==> src/rtl/spi_master.sv <==
// SPI master: turns one command word into a complete slave frame and, for
// read-data frames, collects the slave's reply byte from MISO. The slave
// shares clk, so the master only drives MOSI/SS_n and samples MISO.
//
// END is the closing cycle of a frame. It is the last cycle with SS_n low
// and carries command bit 0 on MOSI (or MISO reply bit 0 on a read-data
// frame). SS_n release, done, rd_valid and the rd_data update all register
// on the edge that leaves END. The single SS_n-high cycle that follows is
// therefore already IDLE with cmd_ready high, and the next word can be
// accepted 13 edges after the previous one.
module spi_master #(
  parameter int ADDR_SIZE = 8,
  parameter int RD_LAT    = 3
) (
  input  logic                 clk,
  input  logic                 rst,
  input  logic                 cmd_valid,
  output logic                 cmd_ready,
  input  logic [ADDR_SIZE+1:0] cmd_data,
  input  logic                 MISO,
  output logic                 MOSI,
  output logic                 SS_n,
  output logic [ADDR_SIZE-1:0] rd_data,
  output logic                 rd_valid,
  output logic                 done
);

  localparam int W    = ADDR_SIZE + 2;
  localparam int CMAX = (W > RD_LAT) ? W : RD_LAT;
  localparam int CW   = $clog2(CMAX + 1);

  typedef enum logic [2:0] {
    ST_IDLE, ST_SEL, ST_CMD, ST_SHIFT, ST_WAIT, ST_RECV, ST_END
  } state_t;

  state_t                 state_q, state_d;
  logic [CW-1:0]          cnt_q, cnt_d;
  logic [W-2:0]           sh_q, sh_d;        // bits still to go out after MOSI
  logic [ADDR_SIZE-2:0]   rx_q, rx_d;        // reply bits gathered in RECV
  logic                   rd_frame_q, rd_frame_d;
  logic                   mosi_q, mosi_d;
  logic                   ss_n_q, ss_n_d;
  logic [ADDR_SIZE-1:0]   rd_data_q, rd_data_d;
  logic                   rd_valid_q, rd_valid_d;
  logic                   done_q, done_d;

  assign cmd_ready = (state_q == ST_IDLE) && !rst;
  assign MOSI      = mosi_q;
  assign SS_n      = ss_n_q;
  assign rd_data   = rd_data_q;
  assign rd_valid  = rd_valid_q;
  assign done      = done_q;

  // Next-state and registered-output logic for the frame sequencer
  always_comb begin
    state_d    = state_q;
    cnt_d      = cnt_q;
    sh_d       = sh_q;
    rx_d       = rx_q;
    rd_frame_d = rd_frame_q;
    mosi_d     = mosi_q;
    ss_n_d     = ss_n_q;
    rd_data_d  = rd_data_q;
    rd_valid_d = 1'b0;
    done_d     = 1'b0;

    unique case (state_q)
      ST_IDLE: begin
        ss_n_d = 1'b1;
        mosi_d = 1'b0;
        cnt_d  = '0;
        if (cmd_valid && cmd_ready) begin
          sh_d       = cmd_data[W-2:0];
          mosi_d     = cmd_data[W-1];
          ss_n_d     = 1'b0;
          rd_frame_d = &cmd_data[W-1:W-2];
          state_d    = ST_SEL;
        end
      end
      ST_SEL: state_d = ST_CMD;
      ST_CMD: begin
        cnt_d   = '0;
        state_d = ST_SHIFT;
      end
      ST_SHIFT: begin
        if (cnt_q == CW'(W - 1)) begin
          // Only read-data frames get here: bit 0 has just been captured.
          mosi_d  = 1'b0;
          cnt_d   = '0;
          state_d = ST_WAIT;
        end else begin
          mosi_d = sh_q[W-2];
          sh_d   = {sh_q[W-3:0], 1'b0};
          cnt_d  = cnt_q + CW'(1);
          if (cnt_q == CW'(W - 2) && !rd_frame_q) begin
            state_d = ST_END;
          end
        end
      end
      ST_WAIT: begin
        if (cnt_q == CW'(RD_LAT - 2)) begin
          cnt_d   = '0;
          state_d = ST_RECV;
        end else begin
          cnt_d = cnt_q + CW'(1);
        end
      end
      ST_RECV: begin
        rx_d = {rx_q[ADDR_SIZE-3:0], MISO};
        if (cnt_q == CW'(ADDR_SIZE - 2)) begin
          state_d = ST_END;
        end else begin
          cnt_d = cnt_q + CW'(1);
        end
      end
      ST_END: begin
        state_d = ST_IDLE;
        ss_n_d  = 1'b1;
        mosi_d  = 1'b0;
        done_d  = 1'b1;
        cnt_d   = '0;
        if (rd_frame_q) begin
          rd_data_d  = {rx_q, MISO};
          rd_valid_d = 1'b1;
        end
      end
      default: state_d = ST_IDLE;
    endcase
  end

  // State and output registers with synchronous reset; reset abandons a frame
  always_ff @(posedge clk) begin
    if (rst) begin
      state_q    <= ST_IDLE;
      cnt_q      <= '0;
      sh_q       <= '0;
      rx_q       <= '0;
      rd_frame_q <= 1'b0;
      mosi_q     <= 1'b0;
      ss_n_q     <= 1'b1;
      rd_data_q  <= '0;
      rd_valid_q <= 1'b0;
      done_q     <= 1'b0;
    end else begin
      state_q    <= state_d;
      cnt_q      <= cnt_d;
      sh_q       <= sh_d;
      rx_q       <= rx_d;
      rd_frame_q <= rd_frame_d;
      mosi_q     <= mosi_d;
      ss_n_q     <= ss_n_d;
      rd_data_q  <= rd_data_d;
      rd_valid_q <= rd_valid_d;
      done_q     <= done_d;
    end
  end

endmodule
==> config.mk <==
export PLATFORM = sky130hd
export DESIGN_NAME = spi_master
export DESIGN_NICKNAME = d
export VERILOG_FILES = /design/src/rtl/spi_master.sv
export SDC_FILE = /design/constraint.sdc
export NUM_CORES = 1
export LEC_CHECK = 0
export ABC_AREA = 1
export CELL_PAD_IN_SITES_DETAIL_PLACEMENT = 1
export CELL_PAD_IN_SITES_GLOBAL_PLACEMENT = 1
export CORE_ASPECT_RATIO = 0.8
export CORE_UTILIZATION = 34
export DETAILED_ROUTE_END_ITERATION = 12
export PLACE_DENSITY_LB_ADDON = 0.1
export SLEW_MARGIN = 15
export SYNTH_ARGS = -nofsm -noshare
export SYNTH_HDL_FRONTEND = slang
export SYNTH_SLANG_ARGS = --single-unit
==> constraint.sdc <==
create_clock -name clk -period 1.3 [get_ports clk]
set_input_delay 0.26 -clock clk [delete_from_list [all_inputs] [get_ports clk]]
set_output_delay 0.26 -clock clk [all_outputs]
set_load 0.02 [all_outputs]
==> results of run 1 <==
[registers in the layout (all words and copies together), names as in the netlist]
register	count
rd_data	8
cnt_q	4
SS_n	1
state_q	3
MOSI	1
rx_q	7
rd_valid	1
rd_frame_q	1
done	1
sh_q	9
[cells in the mapped netlist, types with 3 or more instances]
| cell | n |
|---|---|
| nand2_1 | 69 |
| nor2_1 | 38 |
| dfxtp_1 | 36 |
| a21oi_1 | 26 |
| inv_1 | 18 |
| o21ai_0 | 18 |
| nand3_1 | 11 |
| buf_2 | 5 |
| inv_2 | 5 |
| ha_1 | 4 |
| nand2_2 | 4 |
| nand3_2 | 4 |
| nand4_1 | 3 |
| o21ai_1 | 3 |
[power breakdown]
group	total [mW]	switching, mW	internal [mW]
combinational	2.48	1.32	1.15
sequential	1.46	0.150	1.31
clock	0.811	0.437	0.374
total	4.75	1.91	2.83
[cell type report]
cell class              count  area, um2
inverters                  24        108
repair buffers             73        639
clock buffers               5       68.8
flip-flops and latches     36        732
fillers                   633       2270
multi-input cells         191       1120
well taps                  62       77.6
clock inverters             3       18.8
[cell usage in the layout, fill, tap and decap left out, types with 10 or more instances in the layout]
master and n:
nor2_1 25, nor2_2 10, dfxtp_1 31, buf_4 36
buf_6 12, a21oi_1 25, inv_1 14, dlygate4sd2_1 13
o21ai_0 13, nand2_1 64, clkdlybuf4s50_1 12
[per-stage QoR]
| step | util [%] | cell area [um2] |
|---|---|---|
| after floorplan | - | 1790 |
| after global placement | 46.5 | 2340 |
| after detailed placement | 46.5 | 2340 |
| after CTS | 51.7 | 2600 |
| after global routing | 54.8 | 2760 |
| final | 54.8 | 2760 |
[final timing paths]
check	endpoint	slack (ns)
worst max-delay path	state_q[2]$_SDFFE_PP0P_	-0.05
worst min-delay path	rd_data[1]$_SDFFE_PP0P_	0.44
worst max register to register	state_q[2]$_SDFFE_PP0P_	-0.05
worst min register to register	rd_data[1]$_SDFFE_PP0P_	0.44
[logic make-up after synthesis]
family	count (synthesis)	synth area share (%)
simple gates	135	34.4
xor+xnor	1	0.492
compound gates	49	14.0
buf+inv	33	7.87
flops	36	40.5
fa+ha+maj	4	2.81
[critical path: stages (launching register included)]
cell,delay [ns]
dfxtp_4,0.37
buf_6,0.10
ha_4,0.14
nand2_4,0.05
nor2_4,0.11
nor2_2,0.05
nor2_2,0.16
nand3_2,0.10
o21ai_1,0.12
inv_1,0.04
[per-layer routing]
metal / GRT usage, % / share of wire (%)
met5: 0 / 0
met4: 2.59 / 0.80
met3: 2.97 / 1.4
met2: 34.4 / 49
met1: 25.6 / 48
[what timing repair did]
item,CTS,global route
buffers inserted,5,6
setup endpoints to repair,38,24
gates resized for setup,60,34
gates cloned,1,1
pin swaps,17,19
==> impl_metrics.env, run 1 <==
export IMPL_yosysTopAreaCell="dfxtp_1"
export IMPL_num_nets_final=349
export IMPL_slew_headroom_pct=72.6
export IMPL_yosysUniqueCellTypes=24
export IMPL_start_util_pct=35.4
export IMPL_cts_htree_levels=2
export IMPL_grt_max_degree=13
export IMPL_final_setup_tns_ns=-0.173
export IMPL_ir_drop_mv=0.977
export IMPL_synth_warning_count=0
export IMPL_synth_seq_cells=36
export IMPL_postSynthCellCount=258
export IMPL_clkSlewWorstSetupHoldPaths_ns=0.08
export IMPL_setup_viol=5
export IMPL_synth_top_area_share_pct=40.5
export IMPL_syn_num_nets=276
export IMPL_r2r_start="cnt_q[1]$_SDFFE_PP0P_"
export IMPL_synthArstFlopShare_pct=0
export IMPL_die_y_um=66.7
export IMPL_insertion_delay_ns=0.29
export IMPL_place_inst=373
export IMPL_cp_max_fo=3
export IMPL_place_gp_congestion=0.786
export IMPL_synth_area_leaders="dfxtp_1, nand2_1, nor2_1"
export IMPL_grt_pass1_vias=1808
export IMPL_drc=0
export IMPL_cp_end_kind="flip-flop"
export IMPL_yosys_most_used_dff="dfxtp_1"
export IMPL_dr_total_vias=1897
export IMPL_std_cell_rows=23
export IMPL_cap_violations=0
export IMPL_power_mw=4.75
export IMPL_hp_start="rd_data[1]$_SDFFE_PP0P_"
export IMPL_holdPathStages=2
export IMPL_cts_buffer_depth=2
export IMPL_cts_tree="yes"
export IMPL_die_area_um2=5530
export IMPL_mappedNetlistArea_um2=1780
export IMPL_drive_gt1_share_pct=34.3
export IMPL_period_share_pct=104
export IMPL_drtPass1Iterations=4
export IMPL_worst_pin_slew_ns=0.411
export IMPL_period_needed_ns=1.35
export IMPL_ant_nets=0
export IMPL_finalNonFillerCells=394
export IMPL_reg2reg_depth=9
export IMPL_coreArea_um2=5040
export IMPL_synth_edf_count=0
export IMPL_outcome="finished with violations"
export IMPL_drt_iter0_drc=74
export IMPL_clockRootBuffer="clkbuf_8"
export IMPL_cp_arrival_ns=1.54
export IMPL_p_leak_nw=1.25
export IMPL_grt_remaining_overflow=0
export IMPL_start_kind="flip-flop"
export IMPL_dp_hpwl_mm=3.66
export IMPL_via_per_inst=4.81
export IMPL_areaGrowthSynthToFinish_pct=55.1
export IMPL_cts_sinks=36
export IMPL_io_buffers=26
export IMPL_worst_slack_ns=-0.0480
export IMPL_power_density_nw_per_um2=1720
export IMPL_fmax_mhz=742
export IMPL_holdWs_ns=0.443
export IMPL_io_pins=27
export IMPL_rsz0062_at_grt="yes"
export IMPL_cts_hold_buf=0
export IMPL_startpoint="cnt_q[1]$_SDFFE_PP0P_"
export IMPL_wl_mm=5.49
export IMPL_worstSetupPathType="flip-flop to flip-flop"
export IMPL_dieWidth_um=82.9
export IMPL_grt_use_total_pct=19.4
export IMPL_numCtsBuffers=5
export IMPL_required_ns=1.49
export IMPL_skew_ns=0.00740
export IMPL_wl_per_cell_um=13.9
export IMPL_violations="negative setup slack"
export IMPL_finalHoldViolCount=0
export IMPL_grt_pass1_wl_mm=8.63
export IMPL_pre_cts_ws_ns=-0.473
export IMPL_antennaDiodeCount=0
export IMPL_antenna_found_initial=0
export IMPL_drv_slew=0
export IMPL_syn_avg_cell_area_um2=6.90
export IMPL_min_path_type="flip-flop to flip-flop"
export IMPL_seq_area_frac_synth_pct=40.5
(Power assumes the default switching activity.)
==> inputs of run 2 (changes only) <==
Settings changed: CAP_MARGIN set to 30.
==> results of run 2 <==
No change in the layout: final DEF, timing and power equal those of run 1.
==> inputs of run 3 (changes only) <==
Settings changed: CAP_MARGIN 30 to 25, CTS_BUF_LIST set to sky130_fd_sc_hd__clkbuf_16.
==> run 3 against run 2 <==
The run still ends with negative setup slack left. Die area is the same. Wire length grew 5.3%. Fmax fell by 6.0%. Flip-flop and latch count did not move. Critical path type unchanged. Highest routed layer unchanged.
==> impl_metrics.env, run 3 (same netlist as run 1, synthesis figures left out) <==
export IMPL_drt_iter0_drc=60
export IMPL_ir_drop_mv=1.04
export IMPL_crit_path_max_incr_delay_ns=0.36
export IMPL_cp_common_cell="nor2_2"
export IMPL_cp_max_fo=3
export IMPL_drc=0
export IMPL_insertion_delay_ns=0.27
export IMPL_finalNonFillerCells=393
export IMPL_mostFrequentLayoutCell="nand2_1"
export IMPL_grt_pass1_vias=1848
export IMPL_dieWidth_um=82.9
export IMPL_grt_pass1_wl_mm=8.97
export IMPL_skew_ns=0.00327
export IMPL_setup_viol=11
export IMPL_violations="negative setup slack"
export IMPL_cts_sinks=36
export IMPL_clockRootBuffer="clkbuf_16"
export IMPL_min_path_type="flip-flop to flip-flop"
export IMPL_finalHoldViolCount=0
export IMPL_drtPass1Iterations=6
export IMPL_areaGrowthSynthToFinish_pct=59.2
export IMPL_drv_slew=0
export IMPL_cts_buffer_depth=2
export IMPL_cts_tree="yes"
export IMPL_final_cell_mix="nand2_1, buf_4, dfxtp_1, a21oi_1, nor2_1"
export IMPL_cp_arrival_ns=1.60
export IMPL_cts_htree_levels=2
export IMPL_multi_input_area_um2=1130
export IMPL_pre_cts_ws_ns=-0.473
export IMPL_grt_use_total_pct=20.5
export IMPL_io_pins=27
export IMPL_grt_remaining_overflow=0
export IMPL_dp_hpwl_mm=3.66
export IMPL_p_leak_nw=1.30
export IMPL_crit_slowest_cell="dfxtp_4"
export IMPL_period_needed_ns=1.43
export IMPL_fill_cells=618
export IMPL_cp_end_kind="flip-flop"
export IMPL_wl_mm=5.78
export IMPL_die_y_um=66.7
export IMPL_std_cell_rows=23
export IMPL_fmax_mhz=697
export IMPL_num_nets_final=348
export IMPL_seqCellArea_um2=732
export IMPL_start_util_pct=35.4
export IMPL_worstSetupPathType="flip-flop to flip-flop"
export IMPL_wl_per_cell_um=14.7
export IMPL_top_register="sh_q"
export IMPL_antenna_found_initial=0
export IMPL_start_kind="flip-flop"
export IMPL_cap_violations=0
export IMPL_numCtsBuffers=5
export IMPL_ant_nets=0
export IMPL_place_inst=373
export IMPL_die_area_um2=5530
export IMPL_period_share_pct=110
export IMPL_largest_register_ffs=9
export IMPL_place_gp_congestion=0.786
export IMPL_worst_slack_ns=-0.135
export IMPL_drive_gt1_share_pct=34.1
export IMPL_via_per_inst=4.87
export IMPL_rsz0062_at_grt="yes"
export IMPL_outcome="finished with violations"
export IMPL_grt_max_degree=13
export IMPL_power_density_nw_per_um2=1800
export IMPL_clkSlewWorstSetupHoldPaths_ns=0.06
export IMPL_antennaDiodeCount=0
export IMPL_io_buffers=26
export IMPL_slew_headroom_pct=81.8
export IMPL_coreArea_um2=5040
export IMPL_worst_pin_slew_ns=0.273
export IMPL_worstPathCellList="inv_4 -> ha_4 -> nand2_4 -> nor2_4 -> nor2_2 -> nor2_2 -> nand3_2 -> o21ai_1 -> inv_1"
export IMPL_required_ns=1.46
export IMPL_dr_total_vias=1912
==> run 3: layer usage <==
metal	global-route usage [%]	wire length (um)
met1	26.5	2650
met2	36.6	2960
met3	3.35	129
met4	3.88	34
met5	0	0
==> run 3: worst max-delay path: cells and delay by family, from the launching register on <==
| family | cells | cell delay, ns |
|---|---|---|
| and+or+nand+nor | 5 | 0.50 |
| DFF | 1 | 0.36 |
| AOI/OAI and AO/OA | 1 | 0.16 |
| adders and majority gates | 1 | 0.15 |
| buffers and inverters | 2 | 0.13 |
==> run 3: where the power goes <==
group	total [mW]	internal, mW	leakage, nW	switching, mW
clock network	1.16	0.705	0.0736	0.457
logic	2.48	1.13	0.927	1.35
registers	1.47	1.31	0.295	0.158
==> run 3: final cells by class <==
class	count	share of cell area [%]
Clock inverter	3	0.662
Clock buffer	5	4.41
Sequential cell	36	25.8
Multi-Input combinational cell	190	39.8
Tap cell	62	2.74
Timing Repair Buffer	73	22.8
Inverter	24	3.80
==> run 3: worst paths after layout <==
path | slack (ns) | depth (start not counted) | endpoint | start
worst max register to register | -0.13 | 9 | state_q[2]$_SDFFE_PP0P_ | cnt_q[0]$_SDFFE_PP0P_
worst min-delay path | 0.44 | 2 | rd_data[1]$_SDFFE_PP0P_ | rd_data[1]$_SDFFE_PP0P_
worst max-delay path | -0.13 | 9 | state_q[2]$_SDFFE_PP0P_ | cnt_q[0]$_SDFFE_PP0P_
worst min register to register | 0.44 | 2 | rd_data[1]$_SDFFE_PP0P_ | rd_data[1]$_SDFFE_PP0P_
==> run 3: through the flow <==
stage / total power [mW] / TNS, ns / hold WS [ns] / utilization [%] / area [um2]
6_report: 5.11 / -0.578 / 0.440 / 56.3 / 2840
5_1_grt: 5.46 / -2.00 / 0.461 / 56.3 / 2840
4_1_cts: 4.80 / -0.187 / 0.443 / 52.8 / 2660
3_5_place_dp: 3.20 / -7.84 / 0.435 / 46.5 / 2340
3_3_place_gp: 3.17 / -7.25 / 0.435 / 46.5 / 2340
2_1_floorplan: 2.49 / -0.00543 / 0.403 / - / 1790
==> run 3: repair_timing <==
action | in CTS | in global routing
pin swaps | 18 | 19
resized for setup | 60 | 35
gates cloned | 0 | 2
buffers inserted | 5 | 5
hold buffers | 0 | 0
setup endpoints to repair | 38 | 26
